<file path="config.mk">
export PLATFORM = sky130hd
export DESIGN_NAME = line_fifo_ctrl_flat
export DESIGN_NICKNAME = d
export VERILOG_FILES = /design/src/rtl/line_fifo_ctrl_if.sv /design/src/rtl/line_fifo_ctrl.sv /design/src/flat_wrapper.sv
export SDC_FILE = /design/constraint.sdc
export NUM_CORES = 1
export LEC_CHECK = 0
export ABC_AREA = 1
export CORE_MARGIN = 4
export CORE_UTILIZATION = 37
export DETAILED_ROUTE_END_ITERATION = 7
export GPL_ROUTABILITY_DRIVEN = 0
export PLACE_DENSITY = 0.71
export SLEW_MARGIN = 5
export SYNTH_ARGS = -nofsm -noshare
export SYNTH_HDL_FRONTEND = slang
export SYNTH_SLANG_ARGS = --single-unit
</file>
<file path="constraint.sdc">
create_clock -name clk -period 1.8 [get_ports clk]
set_input_delay 0.36 -clock clk [delete_from_list [all_inputs] [get_ports clk]]
set_output_delay 0.36 -clock clk [all_outputs]
set_load 0.1 [all_outputs]
</file>
<file path="src/rtl/line_fifo_ctrl_if.sv">
// line_fifo_ctrl_if: event and status bundle between the line-buffer bank scheduler and its writer/reader stages
//   frmStart, frmEnd, wrtJmp, rdJmp : one-cycle event pulses into the scheduler
//   wrBank, rdBankTop, rdBankBot     : bank selects for the writer and the two read lines
//   fifoNum, rdValid, lastPair       : fill level and reader qualification
//   ovf, udf                         : sticky error flags
//   dropCnt, frmLines                : statistics, present only with LINE_FIFO_STAT_EN
//   modport master: event source (writer/reader side); modport slave: the scheduler
interface line_fifo_ctrl_if #(
   parameter int PTR_WIDTH       = 2,
   parameter int CNT_WIDTH       = 3,
   parameter int INPUT_RES_WIDTH = 10
);
   logic                 frmStart;
   logic                 frmEnd;
   logic                 wrtJmp;
   logic                 rdJmp;
   logic [PTR_WIDTH-1:0] wrBank;
   logic [PTR_WIDTH-1:0] rdBankTop;
   logic [PTR_WIDTH-1:0] rdBankBot;
   logic [CNT_WIDTH-1:0] fifoNum;
   logic                 rdValid;
   logic                 lastPair;
   logic                 ovf;
   logic                 udf;
`ifdef LINE_FIFO_STAT_EN
   logic [15:0]                dropCnt;
   logic [INPUT_RES_WIDTH-1:0] frmLines;
   modport master (output frmStart, frmEnd, wrtJmp, rdJmp,
                   input  wrBank, rdBankTop, rdBankBot, fifoNum, rdValid, lastPair, ovf, udf, dropCnt, frmLines);
   modport slave  (input  frmStart, frmEnd, wrtJmp, rdJmp,
                   output wrBank, rdBankTop, rdBankBot, fifoNum, rdValid, lastPair, ovf, udf, dropCnt, frmLines);
`else
   modport master (output frmStart, frmEnd, wrtJmp, rdJmp,
                   input  wrBank, rdBankTop, rdBankBot, fifoNum, rdValid, lastPair, ovf, udf);
   modport slave  (input  frmStart, frmEnd, wrtJmp, rdJmp,
                   output wrBank, rdBankTop, rdBankBot, fifoNum, rdValid, lastPair, ovf, udf);
`endif
endinterface

</file>
<file path="src/rtl/line_fifo_ctrl.sv">
// line_fifo_ctrl: bank scheduler for the scaler line-buffer FIFO (writer commits lines, reader releases the older of two)
//   clk   : rising-edge clock
//   rst_n : asynchronous active-low reset
//   bus   : line_fifo_ctrl_if.slave carrying events in and bank selects/fill/flags out
//   Optional LINE_FIFO_STAT_EN adds dropCnt (ignored writes, saturating) and frmLines (accepted writes this frame).
module line_fifo_ctrl #(
   parameter int FIFO_DEPTH      = 4,
   parameter int PTR_WIDTH       = 2,
   parameter int CNT_WIDTH       = 3,
   parameter int INPUT_RES_WIDTH = 10
) (
   input logic             clk,
   input logic             rst_n,
   line_fifo_ctrl_if.slave bus
);
   localparam logic [CNT_WIDTH-1:0] FULL = CNT_WIDTH'(FIFO_DEPTH);
   logic [PTR_WIDTH-1:0] wr_ptr, rd_ptr;
   logic [CNT_WIDTH-1:0] cnt;
   logic                 frm_done, ovf, udf;
   logic                 wr_ok, rd_ok;
   // a write into a full FIFO is still legal when the same-cycle read frees the bank it lands in
   assign wr_ok = bus.wrtJmp & ((cnt != FULL) | bus.rdJmp);
   assign rd_ok = bus.rdJmp & (cnt != '0);
   always_ff @(posedge clk or negedge rst_n)
      if (!rst_n) begin
         wr_ptr   <= '0;
         rd_ptr   <= '0;
         cnt      <= '0;
         frm_done <= 1'b0;
         ovf      <= 1'b0;
         udf      <= 1'b0;
      end else if (bus.frmStart) begin
         wr_ptr   <= '0;
         rd_ptr   <= '0;
         cnt      <= '0;
         frm_done <= 1'b0;
      end else begin
         wr_ptr   <= wr_ptr + PTR_WIDTH'(wr_ok);
         rd_ptr   <= rd_ptr + PTR_WIDTH'(rd_ok);
         cnt      <= cnt + CNT_WIDTH'(wr_ok) - CNT_WIDTH'(rd_ok);
         frm_done <= frm_done | bus.frmEnd;
         ovf      <= ovf | (bus.wrtJmp & ~wr_ok);
         udf      <= udf | (bus.rdJmp & ~rd_ok);
      end
   assign bus.wrBank    = wr_ptr;
   assign bus.rdBankTop = rd_ptr;
   assign bus.rdBankBot = rd_ptr + PTR_WIDTH'(1);
   assign bus.fifoNum   = cnt;
   assign bus.lastPair  = frm_done & (cnt == CNT_WIDTH'(1));
   assign bus.rdValid   = (cnt >= CNT_WIDTH'(2)) | bus.lastPair;
   assign bus.ovf       = ovf;
   assign bus.udf       = udf;
`ifdef LINE_FIFO_STAT_EN
   logic [15:0]                drop_cnt;
   logic [INPUT_RES_WIDTH-1:0] frm_lines;
   always_ff @(posedge clk or negedge rst_n)
      if (!rst_n) begin
         drop_cnt  <= '0;
         frm_lines <= '0;
      end else if (bus.frmStart) begin
         frm_lines <= '0;
      end else begin
         drop_cnt  <= drop_cnt + 16'((bus.wrtJmp & ~wr_ok) & (drop_cnt != 16'hFFFF));
         frm_lines <= frm_lines + INPUT_RES_WIDTH'(wr_ok);
      end
   assign bus.dropCnt  = drop_cnt;
   assign bus.frmLines = frm_lines;
`endif
endmodule

</file>
<file path="src/flat_wrapper.sv">
// flat-port wrapper written by rule: the top's interface ports become plain ports
module line_fifo_ctrl_flat 
#(
   parameter int FIFO_DEPTH      = 4,
   parameter int PTR_WIDTH       = 2,
   parameter int CNT_WIDTH       = 3,
   parameter int INPUT_RES_WIDTH = 10
)
  (clk, rst_n, bus_frmStart, bus_frmEnd, bus_wrtJmp, bus_rdJmp, bus_wrBank, bus_rdBankTop, bus_rdBankBot, bus_fifoNum, bus_rdValid, bus_lastPair, bus_ovf, bus_udf);
  line_fifo_ctrl_if #(.PTR_WIDTH(PTR_WIDTH), .CNT_WIDTH(CNT_WIDTH), .INPUT_RES_WIDTH(INPUT_RES_WIDTH)) bus_i ();
  input logic clk;
  input logic rst_n;
  input wire logic [$bits(bus_i.frmStart)-1:0] bus_frmStart;
  input wire logic [$bits(bus_i.frmEnd)-1:0] bus_frmEnd;
  input wire logic [$bits(bus_i.wrtJmp)-1:0] bus_wrtJmp;
  input wire logic [$bits(bus_i.rdJmp)-1:0] bus_rdJmp;
  output wire logic [$bits(bus_i.wrBank)-1:0] bus_wrBank;
  output wire logic [$bits(bus_i.rdBankTop)-1:0] bus_rdBankTop;
  output wire logic [$bits(bus_i.rdBankBot)-1:0] bus_rdBankBot;
  output wire logic [$bits(bus_i.fifoNum)-1:0] bus_fifoNum;
  output wire logic [$bits(bus_i.rdValid)-1:0] bus_rdValid;
  output wire logic [$bits(bus_i.lastPair)-1:0] bus_lastPair;
  output wire logic [$bits(bus_i.ovf)-1:0] bus_ovf;
  output wire logic [$bits(bus_i.udf)-1:0] bus_udf;
  assign bus_i.frmStart = bus_frmStart;
  assign bus_i.frmEnd = bus_frmEnd;
  assign bus_i.wrtJmp = bus_wrtJmp;
  assign bus_i.rdJmp = bus_rdJmp;
  assign bus_wrBank = bus_i.wrBank;
  assign bus_rdBankTop = bus_i.rdBankTop;
  assign bus_rdBankBot = bus_i.rdBankBot;
  assign bus_fifoNum = bus_i.fifoNum;
  assign bus_rdValid = bus_i.rdValid;
  assign bus_lastPair = bus_i.lastPair;
  assign bus_ovf = bus_i.ovf;
  assign bus_udf = bus_i.udf;
  line_fifo_ctrl #(.FIFO_DEPTH(FIFO_DEPTH), .PTR_WIDTH(PTR_WIDTH), .CNT_WIDTH(CNT_WIDTH), .INPUT_RES_WIDTH(INPUT_RES_WIDTH)) u_core (.clk(clk), .rst_n(rst_n), .bus(bus_i));
endmodule
</file>
======== Word-level counts from Yosys, hierarchy flattened ========
Cells that the tools add are included.
operators by class
  $add $sub $neg .......................... 5
  $lt $le $gt $ge ......................... 1
  eq/ne operators ......................... 2
  muxes and demuxes ....................... 4
  bitwise gates (word level) .............. 12
  reduce and logical (&&, ||, !) cells .... 1
operators by type and width
  kind                   number
  $and A1 B1 Y1          5
  $or A1 B1 Y1           5
  $add A2 B1 Y2          2
  $mux W2                2
  $add A3 B1 Y3          1
  $eq A3 B1 Y1 const B   1
  $ge A3 B2 Y1 const B   1
  $mux W3                1
  $ne A3 B3 Y1 const B   1
  $reduce_bool A3 Y1     1
  $sub A3 B1 Y3          1
  $add A2 B1 Y2 const B  1
  $not A1 Y1             2
  $mux W1                1
storage, ports and cells
  register bits after elaboration ......... 10
  input bits .............................. 6
  output and inout bits ................... 13
  logic and storage cells ................. 31

======== Depth between registers and ports, before layout ========
Gate-level depths: netlist (run 1).
  depth after elaboration ................. 6
  mapped depth ............................ 9
  depth with buffers taken out ............ 9

======== Least setup slack after synthesis (run 1) ========
Ideal clock, no wire load.
  path type ............................... flip-flop to output port
  start ................................... reg u_core.rd_ptr[0], in the netlist u_core.bus.rdBankTop[0]
  end ..................................... out bus_rdBankBot[1]
  data arrival time ....................... 2.474 ns
  required time ........................... 1.440 ns
  slack ................................... -1.034 ns
  cell stages (with the launch flop) ...... 2
  buffers on the path ..................... 0
  path through ............................ dfrtp_1 > xor2_1
between the ends
  word-level cells in the longest chain between the ends .. 1
ends and longest elaborated chain
  item                    RTL line              source
  from (decl)             line_fifo_ctrl.sv:17  logic [PTR_WIDTH-1:0] wr_ptr, rd_ptr;
  from (signal assigned)  line_fifo_ctrl.sv:39  rd_ptr <= rd_ptr + PTR_WIDTH'(rd_ok);
  $add A2 B1 Y2           line_fifo_ctrl.sv:47  assign bus.rdBankBot = rd_ptr + PTR_WIDTH'(1);
  to (decl)               flat_wrapper.sv:19    output wire logic [$bits(bus_i.rdBankBot)-1:0] bus_rdBankBot;
Every way passes these cells.

======== Final worst setup path (run 1) ========
  start ................................... reg u_core.cnt[1], in the netlist u_core.bus.fifoNum[1]
  end ..................................... out bus_rdValid
between the ends
  word-level cells in the longest chain between the ends .. 3
  elaborated cells between the ends (all ways) .. 4
  classes of those cells .................. 1 x order compare; 1 x eq/ne; 2 x bitwise
ends and longest elaborated chain
  item                                                  RTL line              source
  from (decl)                                           line_fifo_ctrl.sv:18  logic [CNT_WIDTH-1:0] cnt;
  from (signal assigned)                                line_fifo_ctrl.sv:40  cnt <= cnt + CNT_WIDTH'(wr_ok) - CNT_WIDTH'(rd_ok);
  branches (longest 2 deep; another with $ge A3 B2 Y1)  n/a
  $or A1 B1 Y1 *                                        line_fifo_ctrl.sv:50  assign bus.rdValid = (cnt >= CNT_WIDTH'(2)) | bus.lastPair;
  to (decl)                                             flat_wrapper.sv:21    output wire logic [$bits(bus_i.rdValid)-1:0] bus_rdValid;
Mark *: on every way between the ends.

==> results.md, run 1 <==
* Startpoint Class: flip-flop
* CP max stage cell: dfrtp_4
* Die W at roughly 45 um
* Crit-path max FO at 2
* Post-placement cell count at 95
* Mapped Area at between 500 and 600 sq um
* Worst path depth at 5
* Root Driver: clkbuf_4
* Die Area at 2060 sq um
* Initial antenna violation count at 0
* Critical Path AT at around 1.5 ns
* DRC Markers at 0
* Initial core utilization at 39.7%
* WL final at approximately 1300 um
* Yosys top cell area share at 48.4%
* Most numerous cell in the Yosys netlist: dfrtp_1
* Clock slew at reported path FFs at 0.07 ns
* Global-route wire length before repair at ~2300 um
* Finished Layout Cells at 103
* HPWL Detailed at 1010 um
* Max Fclk at between 500 and 600 MHz
* RSZ-0062 raised after global routing: true
* Synthesized Nets at 64
* Final-report max-slew violation count at 0
* Status: complete, but fails checks
* Commonest cells in the netlist: dfrtp_1 (10), inv_1 (9), nor2_1 (9), nand2_1 (5), ha_1 (3)
* Period utilisation layout at 101%
* Final hold violation count at 0
* Least-Margin Pin Slew at ~0.46 ns
* Cell chain of the critical path: buf_6 -> inv_2 -> nand4_1 -> nand2_2 -> buf_12
* Fill cell count at 88
* Layout Skew at 0.00847 ns
* CP delay by family, top: flip-flops
* Largest stage delay on the critical path at about 0.5 ns
* MaxCap Viol Count at 0
* Ys flop type: dfrtp_1
* Netlist cell types at 20
* Setup CP Type: flip-flop to output pin
* Worst Slack Setup Final at -0.0100 ns
* Final nets at between 90 and 100
* I/O pins at 19
* Synth warnings at 0
* CTS tree: built
* Area grow syn2layout at 102%
* DR vias/cell at 4.72
* Synth Register Bits at 10
* Row Count at 13
* Hold_buf cts at 0
* CTS buffer count at 3
* N_diodes at 0
* Final setup viols at 3
* I/O Buffers at 18
* Largest net degree at the start of global routing at 11
* Layout cells sized above 1 at ~55%
* R2R cell count at 8
* Register area share after synthesis at 48.4%
* DR WL/cell at about 13 um
* Multi-input gate area at roughly 280 sq um
* Ys async rst share at between 90% and 100%
* Avg Inst Size Synth at around 9.6 sq um
* HP Class: primary input to asynchronous set/reset pin
* Slew headroom at a little under 70%
* Die height at around 45 um
* Post-synth EDFFs at 0
* Failing checks: setup timing
* # clock sinks at 10
* Post-synthesis instance total at 54
* Pre-antenna DRT Iters at 4
* Worst-skew pair later-pin latency at roughly 0.28 ns
* Crit path time final at 1.81 ns
* H-Tree Level Count at 1
* Area leader, netlist: dfrtp_1
* Core area at roughly 1300 sq um
* Total track usage at roughly 16%
* FF/Latch Area at ~260 sq um
* Vias in the first global route at about 510
* Remaining Overflow, GRT at 0
* First DRT Iteration DRCs at 8
* CP endpoint kind: output pin
* Worst Path Required at around 1.4 ns
* Clock buffer depth at 2
* Buf/Inv on CP at 3
* Vias post-DR at about 490
* Final ANT Viol Nets at 0
* Largest cells by area after synthesis: dfrtp_1 (48%), ha_1 (7.3%), inv_1 (6.5%)
## layer usage
layer / vias up / GRT usage, % / routed length [um]
li1: 235 / - / -
met1: 234 / 19.9 / 562
met2: 15 / 24.6 / 677
met3: 2 / 3.95 / 84
met4: 0 / 7.02 / 21
met5: - / 0 / 0
## placed cells by master, fill, tap and decap left out, types with 3 or more instances in the layout
| cell | Yosys | final |
|---|---|---|
| buf_12 | 0 | 13 |
| buf_4 | 0 | 10 |
| nor2_1 | 9 | 9 |
| inv_1 | 9 | 6 |
| dfrtp_1 | 10 | 6 |
| clkdlybuf4s50_1 | 0 | 5 |
| nand2_1 | 5 | 4 |
| inv_2 | 1 | 3 |
| clkbuf_4 | 0 | 3 |
| dfrtp_4 | 0 | 3 |
## what timing repair did
action / CTS / global route
setup buffers: 2 / 2
pin swaps: 1 / 1
gates resized for setup: 5 / 0
endpoints found under the setup margin: 4 / 4
## path summary, 6_finish.rpt
path	startpoint	end	slack, ns
worst max register to register	u_core.bus.fifoNum[0]	u_core.bus.fifoNum[1]	0
worst max-delay path	u_core.bus.fifoNum[1]	bus_rdValid	-0.01
max in group asynchronous	rst_n	u_core.bus.fifoNum[1]	1.05
worst min register to register	u_core.frm_done	u_core.frm_done	0.52
worst min-delay path	rst_n	u_core.frm_done	0.40
min in group clk	u_core.frm_done	u_core.frm_done	0.52
## sequential cells by signal, indices dropped and copies added (netlist names)
signal,flops
u_core.bus.rdBankTop,2
u_core.bus.wrBank,2
u_core.bus.ovf,1
u_core.bus.udf,1
u_core.frm_done,1
u_core.bus.fifoNum,3
## kinds of logic after synthesis
kind of cell,after synthesis,synth area share (%)
compound gates,6,7.99
flops,10,48.4
xor+xnor,3,5.09
fa+ha+maj,4,11.1
simple gates,21,20.1
buf+inv,10,7.26
## cell type report
class / instances / area share (%)
multi-input cells: 34 / 26.5
flip-flops and latches: 10 / 25.2
inverters: 10 / 3.96
repair buffers: 30 / 39.1
well taps: 15 / 1.80
clock buffers: 4 / 3.48
## stage by stage
stage               hold WS (ns)  setup slack (ns)  instance area [sq um]  utilization (%)  TNS [ns]
global route               0.433           -0.0842                   1040             80.2    -0.211
finish                     0.398           -0.0100                   1040             80.2   -0.0176
global placement           0.491            -0.283                    966             74.2    -0.533
detailed placement         0.502            -0.397                    966             74.2    -0.894
floorplan                 0.0644            -0.174                    577                -    -0.400
CTS                        0.421           -0.0102                   1030             79.0   -0.0242
Power of run 1 is left out: the tool's default activity adds up to more than one toggle a clock period on the data nets, which glitch-free logic cannot reach.
==> run 2, diff against run 1 <==
--- a/config.mk
+++ b/config.mk
@@ -10,6 +10,7 @@
 export CORE_UTILIZATION = 37
 export DETAILED_ROUTE_END_ITERATION = 7
 export GPL_ROUTABILITY_DRIVEN = 0
+export GPL_TIMING_DRIVEN = 0
 export PLACE_DENSITY = 0.71
 export SLEW_MARGIN = 5
 export SYNTH_ARGS = -nofsm -noshare
==> results.md, run 2 (synthesis gave the netlist of run 1 again) <==
* I/O pins at 19 (unchanged)
* Die W at 45.4 um (unchanged)
* Clock buffer depth at 2 (unchanged)
* Final hold violation count at 0 (unchanged)
* Layout Skew at 0.00912 ns (was 0.00847 ns)
* Die height at 45.4 um (unchanged)
* First DRT Iteration DRCs at 5 (was 8)
* Row Count at 13 (unchanged)
* DR vias/cell at 4.71 (was 4.72)
* Total track usage at 14.5% (was 15.6%)
* Worst-skew pair later-pin latency at 0.27 ns (was 0.28 ns)
* Worst setup path start: u_core.bus.fifoNum[0] (was u_core.bus.fifoNum[1])
* I/O Buffers at 18 (unchanged)
* Final nets at 92 (was 99)
* Crit path time final at 1.78 ns (was 1.81 ns)
* Most frequent cells in the layout: clkdlybuf4s15_2 (9), nor2_1 (8), inv_1 (7) (was buf_12 (13), buf_4 (10), nor2_1 (9))
* Slew headroom at 63.8% (was 69.2%)
* Final-report max-slew violation count at 0 (unchanged)
* Startpoint Class: flip-flop (unchanged)
* CP max stage cell: fa_2 (was dfrtp_4)
* MaxCap Viol Count at 0 (unchanged)
* Buf/Inv on CP at 1 (was 3)
* CTS buffer count at 3 (unchanged)
* RSZ-0062 raised after global routing: true (unchanged)
* Cell chain of the critical path: nor2_4 -> nand2_4 -> nand2_4 -> xnor2_2 -> ha_2 -> inv_2 -> fa_2 -> nor2_2 (was buf_6 -> inv_2 -> nand4_1 -> nand2_2 -> buf_12)
* CTS tree: built (unchanged)
* Period utilisation layout at 99.0% (was 101%)
* Die Area at 2060 sq um (unchanged)
* Clock slew at reported path FFs at 0.07 ns (about the same)
* Final Util at 66.5% (was 80.2%)
* HP Class: primary input to asynchronous set/reset pin (unchanged)
* Layout cells sized above 1 at 49.4% (was 54.5%)
* WL final at 1150 um (was 1350 um)
* Reg2Reg Setup Slack at 0.02 ns (was 0 ns)
* H-Tree Level Count at 1 (unchanged)
* Final setup viols at 0 (was 3)
* Cell area after layout at 866 sq um (was 1040 sq um)
* N_diodes at 0 (unchanged)
* Placed inst area at 776 sq um (was 966 sq um)
* Crit-path max FO at 5 (was 2)
* Initial core utilization at 39.7% (unchanged)
* Vias in the first global route at 445 (was 513)
* DRC Markers at 0 (unchanged)
* R2r startpoint: u_core.bus.fifoNum[0] (unchanged)
* Area grow syn2layout at 67.6% (was 102%)
* Worst Path Required at 1.96 ns (was 1.44 ns)
* Least-Margin Pin Slew at 0.545 ns (was 0.460 ns)
* Critical Path AT at 1.94 ns (was 1.45 ns)
* Global-route wire length before repair at 2010 um (was 2260 um)
* Final ANT Viol Nets at 0 (unchanged)
* Setup CP Type: flip-flop to flip-flop (was flip-flop to output pin)
* Core area at 1300 sq um (unchanged)
* Hold WS at 0.404 ns (was 0.398 ns)
* Remaining Overflow, GRT at 0 (unchanged)
* Setup TNS at 0 ns (was -0.0176 ns)
* Hold_buf cts at 0 (unchanged)
* Largest net degree at the start of global routing at 11 (unchanged)
* Largest stage delay on the critical path at 0.52 ns (was 0.50 ns)
* Most frequent CP cell: nand2_4
* CP delay by family, top: adder cells (was flip-flops)
* HPWL Detailed at 814 um (was 1010 um)
* Max Fclk at 561 MHz (was 552 MHz)
* Pre-antenna DRT Iters at 4 (unchanged)
* Initial antenna violation count at 0 (unchanged)
* Fill cell count at 112 (was 88)
* Commonest non-fill, non-tap cell in the layout: clkdlybuf4s15_2 (was buf_12)
* CP endpoint kind: flip-flop (was output pin)
* Status: finished clean (was complete, but fails checks)
* DR WL/cell at 11.9 um (was 13.1 um)
* Root Driver: clkbuf_4 (unchanged)
* # clock sinks at 10 (unchanged)
* Max reg flops at 3 (unchanged)
* Vias post-DR at 452 (was 486)
## run 2: cell count changes in the layout (fill, tap and decap cells not counted), sizes merged
cell,before,now
buf,25,8
clkdlybuf4s15,0,9
clkdlybuf4s50,5,4
dlygate4sd2,0,1
clkbuf,4,5
## run 2: layer usage
metal  global-route usage (%)  wire length, um
met4                     10.5               37
met5                        0                0
met3                     3.95               68
met2                     21.2              550
met1                     18.3              492
## run 2: final timing paths
| path | cells past startpoint | end |
|---|---|---|
| worst min-delay path | 1 | u_core.bus.fifoNum[1] |
| min in group clk | 1 | u_core.bus.udf |
| worst max-delay path | 8 | u_core.bus.fifoNum[1] |
| worst min register to register | 1 | u_core.bus.udf |
| max in group asynchronous | 1 | u_core.bus.fifoNum[0] |
| worst max register to register | 8 | u_core.bus.fifoNum[1] |
## run 2: per-stage QoR
stage,instances,worst slack [ns]
2_1_floorplan,54,-0.174
5_1_grt,96,-0.0446
4_1_cts,94,-0.0167
3_5_place_dp,87,-0.560
3_3_place_gp,87,-0.525
6_report,96,0.0178
## run 2: what timing repair did
item | CTS | global route
pin swaps | 1 | 5
setup endpoints to repair | 15 | 5
resized for setup | 48 | 9
buffers inserted | 3 | 2
## run 2: final cells by class
cell class	instances	area, sq um	area share, %
clock buffers	4	26.3	3.03
inverters	10	41.3	4.77
well taps	15	18.8	2.17
flip-flops and latches	10	263	30.3
repair buffers	23	238	27.5
multi-input cells	34	279	32.2
Power of run 2 is left out for the same reason.
